$ cat src/rtl/ir_emitter_driver.sv
// ============================================================================
// Module   : ir_emitter_driver
// Purpose  : Drives the IR emitter LED with a fixed on/off duty pattern and
//            issues settled sample strobes for the reflected-light sensor.
//            Optional macro IR_AMBIENT_SAMPLE_EN adds a dark-phase strobe.
// Revision : 1.0 - initial release
// ============================================================================
`default_nettype none

module ir_emitter_driver #(
    parameter logic [15:0] ON_CYCLES     = 16'd50,
    parameter logic [15:0] OFF_CYCLES    = 16'd150,
    parameter logic [15:0] SETTLE_CYCLES = 16'd10
) (
    input  logic       clk,
    input  logic       reset,
    input  logic       enable,
    output logic       ledOut,
    output logic       sampleStrobe,
    output logic       ambientStrobe,
    output logic       busy,
    output logic [7:0] periodCount
);

    localparam logic [15:0] c_onLast     = ON_CYCLES - 16'd1;
    localparam logic [15:0] c_offLast    = OFF_CYCLES - 16'd1;
    localparam logic [15:0] c_settleLast = SETTLE_CYCLES - 16'd1;

    generate
        if (ON_CYCLES < 16'd2) begin : g_badOnCycles
            $error("ir_emitter_driver: ON_CYCLES must be at least 2");
        end
        if (OFF_CYCLES < 16'd2) begin : g_badOffCycles
            $error("ir_emitter_driver: OFF_CYCLES must be at least 2");
        end
        if ((SETTLE_CYCLES < 16'd1) || (SETTLE_CYCLES >= ON_CYCLES) ||
            (SETTLE_CYCLES >= OFF_CYCLES)) begin : g_badSettleCycles
            $error("ir_emitter_driver: SETTLE_CYCLES must be >= 1 and below both phase lengths");
        end
    endgenerate

    typedef enum logic [1:0] {
        S_IDLE = 2'd0,
        S_ON   = 2'd1,
        S_OFF  = 2'd2
    } state_t;

    state_t      r_state;
    logic [15:0] r_cnt;

    // Strobes are decoded one count early so the registered pulse lines up
    // with the cycle in which the phase counter equals SETTLE_CYCLES.
    always_ff @(posedge clk or posedge reset) begin
        if (reset) begin
            r_state       <= S_IDLE;
            r_cnt         <= 16'd0;
            ledOut        <= 1'b0;
            sampleStrobe  <= 1'b0;
            busy          <= 1'b0;
            periodCount   <= 8'd0;
`ifdef IR_AMBIENT_SAMPLE_EN
            ambientStrobe <= 1'b0;
`endif
        end else begin
            sampleStrobe  <= (r_state == S_ON) && (r_cnt == c_settleLast);
`ifdef IR_AMBIENT_SAMPLE_EN
            ambientStrobe <= (r_state == S_OFF) && (r_cnt == c_settleLast);
`endif
            case (r_state)
                S_IDLE: begin
                    r_cnt <= 16'd0;
                    if (enable) begin
                        r_state     <= S_ON;
                        ledOut      <= 1'b1;
                        busy        <= 1'b1;
                        periodCount <= 8'd0;
                    end
                end
                S_ON: begin
                    if (r_cnt == c_onLast) begin
                        r_state <= S_OFF;
                        r_cnt   <= 16'd0;
                        ledOut  <= 1'b0;
                    end else begin
                        r_cnt <= r_cnt + 16'd1;
                    end
                end
                S_OFF: begin
                    if (r_cnt == c_offLast) begin
                        r_cnt       <= 16'd0;
                        periodCount <= periodCount + 8'd1;
                        if (enable) begin
                            r_state <= S_ON;
                            ledOut  <= 1'b1;
                        end else begin
                            r_state <= S_IDLE;
                            busy    <= 1'b0;
                        end
                    end else begin
                        r_cnt <= r_cnt + 16'd1;
                    end
                end
                default: begin
                    r_state <= S_IDLE;
                    r_cnt   <= 16'd0;
                    ledOut  <= 1'b0;
                    busy    <= 1'b0;
                end
            endcase
        end
    end

`ifndef IR_AMBIENT_SAMPLE_EN
    assign ambientStrobe = 1'b0;
`endif

endmodule

`default_nettype wire

$ cat config.mk
export PLATFORM = sky130hd
export DESIGN_NAME = ir_emitter_driver
export DESIGN_NICKNAME = d
export VERILOG_FILES = /design/src/rtl/ir_emitter_driver.sv
export SDC_FILE = /design/constraint.sdc
export NUM_CORES = 1
export LEC_CHECK = 0
export CAP_MARGIN = 20
export CORE_MARGIN = 5
export CORE_UTILIZATION = 42
export CTS_CLUSTER_DIAMETER = 200
export DETAILED_ROUTE_END_ITERATION = 6
export GPL_TIMING_DRIVEN = 1
export PLACE_DENSITY_LB_ADDON = 0.25
export SLEW_MARGIN = 20
export SYNTH_ARGS = -nofsm -noshare
export SYNTH_HDL_FRONTEND = slang
export SYNTH_SLANG_ARGS = --single-unit
export TNS_END_PERCENT = 50
$ cat constraint.sdc
create_clock -name clk -period 2.3 [get_ports clk]
set_clock_uncertainty 0.2 [all_clocks]
set_input_delay 0.23 -clock clk [delete_from_list [all_inputs] [get_ports clk]]
set_output_delay 0.23 -clock clk [all_outputs]
set_load 0.005 [all_outputs]
# After elaboration in Yosys (flattened, before gate mapping)
# Index checks and enable logic that the tools add are counted.
# word_totals
register_bits,29
word_cells,44
output_inout_bits,12
input_bits,3
# op_classes
add_sub_neg,2
n_mux,19
n_eq_ne,9
n_bitwise,1
reduce_logical,7
# ops
operator,count
16-bit 2-to-1 mux,2
16-bit one-hot mux with 2 select lines,1
"16-bit by 1-bit adder with 16-bit output, second input constant",1
"16-bit by 4-bit equality test with 1-bit output, second input constant",1
"16-bit by 6-bit equality test with 1-bit output, second input constant",1
"16-bit by 8-bit equality test with 1-bit output, second input constant",1
8-bit 2-to-1 mux,2
8-bit one-hot mux with 2 select lines,1
"8-bit by 1-bit adder with 8-bit output, second input constant",1
1-bit 2-to-1 mux,7
2-bit 2-to-1 mux,3
"2-bit != test, second input constant",3
1-bit one-hot mux with 3 select lines,2
2-bit one-hot mux with 3 select lines,1
3-bit AND reduction,2
4-bit AND reduction,1
"2-bit by 1-bit equality test with 1-bit output, second input constant",1
"2-bit equality test, second input constant",1
2-bit logical NOT,1
"2-bit by 1-bit != test with 1-bit output, second input constant",1
2-bit AND reduction,1
2-bit nonzero test,1
1-bit logical AND,1
1-bit inverter,1

# Logic depth before layout (Yosys ltp)
# Gate-level depths: netlist of run 1.
# logic_depth
ltp_word,3
mapped_depth,7
mapped_depth_nobuf,6

# Least setup slack after synthesis of run 1
# OpenSTA, ideal clock, no wires.
# synth_path
path_kind,register -> register
from,reg r_cnt[1]
to,reg periodCount[4]
period_less_slack_ps,1921
t_required_ps,1974
t_arrival_ps,1595
stages_incl_launch_ff,7
path_buffers,0
slack_ps,379
setup_time_ps,126
cell_sequence,dfrtp_1 > inv_1 > ha_1 > nor3b_1 > nand4_1 > o211a_1 > a221o_1
# synth_via
elab_chain_cells,3
# synth_rtl
element,line,rtl
start: declaration,49,logic [15:0] r_cnt;
start signal: assignment,85,r_cnt <= r_cnt + 16'd1;
start signal: assignment,100,r_cnt <= r_cnt + 16'd1;
16-bit by 8-bit equality test with 1-bit output,89,if (r_cnt == c_offLast) begin
2-bit != test (no source line),--,
3-bit AND reduction (no source line),--,
end signal: assignment,91,periodCount <= periodCount + 8'd1;
end: declaration,22,output logic [7:0] periodCount
# No other way between the ends.
# A chain may end at the register's enable or synchronous reset.

# Worst setup path in the final report of run 1
# layout_path
from,reg r_cnt[1]
to,reg r_cnt[8]
# layout_via
elab_chain_cells,3
elab_cells_between_ends,6
cone_classes,add/sub (1); eq/ne (2); mux (3)
# layout_rtl
element,line,rtl
"16-bit by 1-bit adder with 16-bit output, or another cell as far along","85, 100",
16-bit 2-to-1 mux (on tied branches),"89, 80",
16-bit one-hot mux with 2 select lines (*),69,case (r_state)
# Mark *: on every way between the ends. The rest lies on a longest branch, timed or not.

==> out/qor.yml, run 1 <==
status: "finished, final reports clean"
die_area_um2: 5624
synth_top_area_share_pct: 40.90
vias_per_cell: 5.769
portBuffers: 13
seq_power_share_pct: 34.3
finalCritPeriodShare_pct: 92.54
power.internal_uw: 1103
tns_ns: 0
wl_per_cell_um: 15.49
drc: 0
cts_max_level: 2
postCtsResizedCells: 0
clockPowerShare_pct: 27.2
ant_nets: 0
synth.most_common_cell: "dfrtp_1"
power.density_nw_per_um2: 835.5
irDropWorstVdd_mv: 0.3040
areaGrowthSynthToFinish_pct: 15.80
grt_overflow: 0
hold_viol: 0
place.gp.congestion: 0.8505
rr_startpoint: "r_cnt[1]"
synth_area_leaders: "dfrtp_1 41%, nor3b_1 7.6%, xnor2_1 6.4%, ha_1 4.9%, nand3_1 3.7%"
initial_utilization_pct: 43.72
drt_iter0_drc: 94
antenna_found_initial: 0
cp-start-kind: "flip-flop"
clkSlewWorstSetupHoldPaths_ns: 0.07
synth-edff-count: 0
fmax_ghz: 0.4698
grt_use_total_pct: 15.13
yosys_warnings: 0
ys_seq_area_share_pct: 40.90
path_max_fanout: 17
p_leak_uw: 0.0008211
core_um2: 4058
syn_area_um2: 1774
critical_path_class: "reg -> reg"
setup_viol: 0
synthTopCellsByCount: "29 x dfrtp_1, 18 x nor3b_1, 13 x nand3_1, 13 x xnor2_1, 12 x nand2_1"
switching_share_pct: 35.76
finalCriticalPeriod_ns: 2.128
switching_power_uw: 613.9
die_x_um: 75.00
drv_cap: 0
ioPinCount: 15
diodes: 0
ys.flop_type: "dfrtp_1"
setup_slack_ns: 0.1715
fin_hold_ws_ns: 0.1208
worstPathRequired_ns: 2.23
synth_top_area_cell: "dfrtp_1"
insertion_delay_ns: 0.28
grt_pass1_wl_mm: 6.561
cts_buffers: 5
clock_sinks: 29
r2r_setup_slack_ns: 0.17
synth_nets: 190
worst_setup_path_end_kind: "flip-flop"
rsz0062_at_grt: "false"
rows: 23
cp-startpoint: "r_cnt[1]"
r2r-end: "r_cnt[8]"
grt_pass1_vias: 1473
cts.path.max_buffers: 2
final_util_pct: 50.63
synth_cell_types: 50
p_comb_share_pct: 38.5
cts_root_buf: "clkbuf_8"
reg2reg_depth: 6
first_pass_iters: 4
tightest_slew_ns: 0.5441
avgSynthCellArea_um2: 9.857
ys_ff_latch: 29
vias: 1425
nets: 206
arrival_ns: 2.06
final-max-slew-violation-count: 0
drive_above_1_share_pct: 10.66
maxSlewHeadroom_pct: 63.49
dpl_worst_slack_ns: 0.1563
place_hpwl_mm: 2.652
synthCells: 180
async_flop_share_pct: 100.0
wirelength_mm: 3.825
hold_class: "in -> async"
die_y_um: 75.00
grt_max_degree: 30
tritoncts: "yes"
## stage by stage
step           power (uW)  instance area (um2)  std cells
6_report             1717                 2054        247
5_1_grt              1815                 2054        247
4_1_cts              1738                 2047        246
3_5_place_dp         1262                 1946        238
3_3_place_gp         1248                 1946        238
2_1_floorplan        1095                 1774        180
## final cells by class
type / count / area [um2]
well taps: 50 / 62.56
repair buffers: 18 / 167.7
fillers: 369 / 2003
flip-flops and latches: 29 / 725.7
inverters: 9 / 33.78
clock inverters: 1 / 5.005
clock buffers: 7 / 96.34
multi-input cells: 133 / 963.4
## power groups by stage
stage / Combinational, uW / Sequential [uW] / Clock (uW)
finish: 661 / 589 / 467
CTS: 670 / 590 / 477
detailed placement: 663 / 599 / 0
global placement: 653 / 595 / 0
floorplan: 502 / 593 / 0
global route: 727 / 593 / 494
## cell families (layout without fill, tap and decap cells)
group | count (synthesis) | count (layout) | synth area share (%)
other | 1 | 1 | 0.2114
AND/OR/NAND/NOR | 84 | 84 | 29.55
XOR/XNOR | 14 | 14 | 6.911
buffers and inverters | 18 | 35 | 4.795
adder cells (fa/ha/maj) | 7 | 7 | 4.936
multiplexers | 2 | 2 | 1.128
flip-flops | 29 | 29 | 40.90
AO/OA/AOI/OAI | 25 | 25 | 11.57
## metal layers
metal	track usage, %	up-vias	share of wire [%]
li1	-	690	-
met1	17.28	681	44
met2	25.63	45	49
met3	4.272	9	5.7
met4	7.905	0	1.4
met5	0	-	0
## timing repair
item	4_1_cts	5_1_grt
setup endpoints to repair	0	1
buffers inserted	0	1
hold buffers	0	0
## cells in the final DEF, fill, tap and decap left out, types with 2 or more instances in the layout
cell type and n:
a21o_1 2, and4b_1 2, nor3_1 9, nand3_1 13, a211oi_1 2, dfrtp_1 29, nand2_1 12, a21oi_1 2
nor3b_1 18, inv_1 8, nand4_1 6, buf_4 5, clkbuf_8 7, clkdlybuf4s50_1 13, nor4_1 4, nor4_4 2
ha_1 7, xnor2_1 13, and2_1 2, o21ai_0 4, mux2i_1 2, nor2_1 8
## critical path, cell delays in order (launching register included)
cell and delay (ns):
dfrtp_1 0.40, inv_1 0.06, ha_1 0.14, nor3b_1 0.33
a41oi_2 0.28, a21oi_4 0.45, nor3b_1 0.12
## worst max-delay path by stage
stage / endpoint / slack (ns) / cells past startpoint
2_1_floorplan: periodCount[4] / 0.38 / 6
3_3_place_gp: periodCount[4] / 0.20 / 6
3_5_place_dp: periodCount[4] / 0.16 / 6
4_1_cts: periodCount[4] / 0.14 / 6
5_1_grt: r_cnt[12] / 0.002 / 6
6_report: r_cnt[8] / 0.17 / 6
## state kept, by name, indices dropped and copies added, names as in the netlist
signal / count
r_state: 2
busy: 1
ledOut: 1
periodCount: 8
r_cnt: 16
sampleStrobe: 1
Note: power is estimated with default switching activity, not from simulation.
==> inputs of run 2 (changes only) <==
--- a/config.mk
+++ b/config.mk
@@ -10,6 +10,7 @@
 export CORE_UTILIZATION = 42
 export CTS_CLUSTER_DIAMETER = 200
 export DETAILED_ROUTE_END_ITERATION = 6
+export GPL_ROUTABILITY_DRIVEN = 0
 export GPL_TIMING_DRIVEN = 1
 export PLACE_DENSITY_LB_ADDON = 0.25
 export SLEW_MARGIN = 20
==> results of run 2 <==
The final DEF is identical to that of run 1; final timing and power are the same.
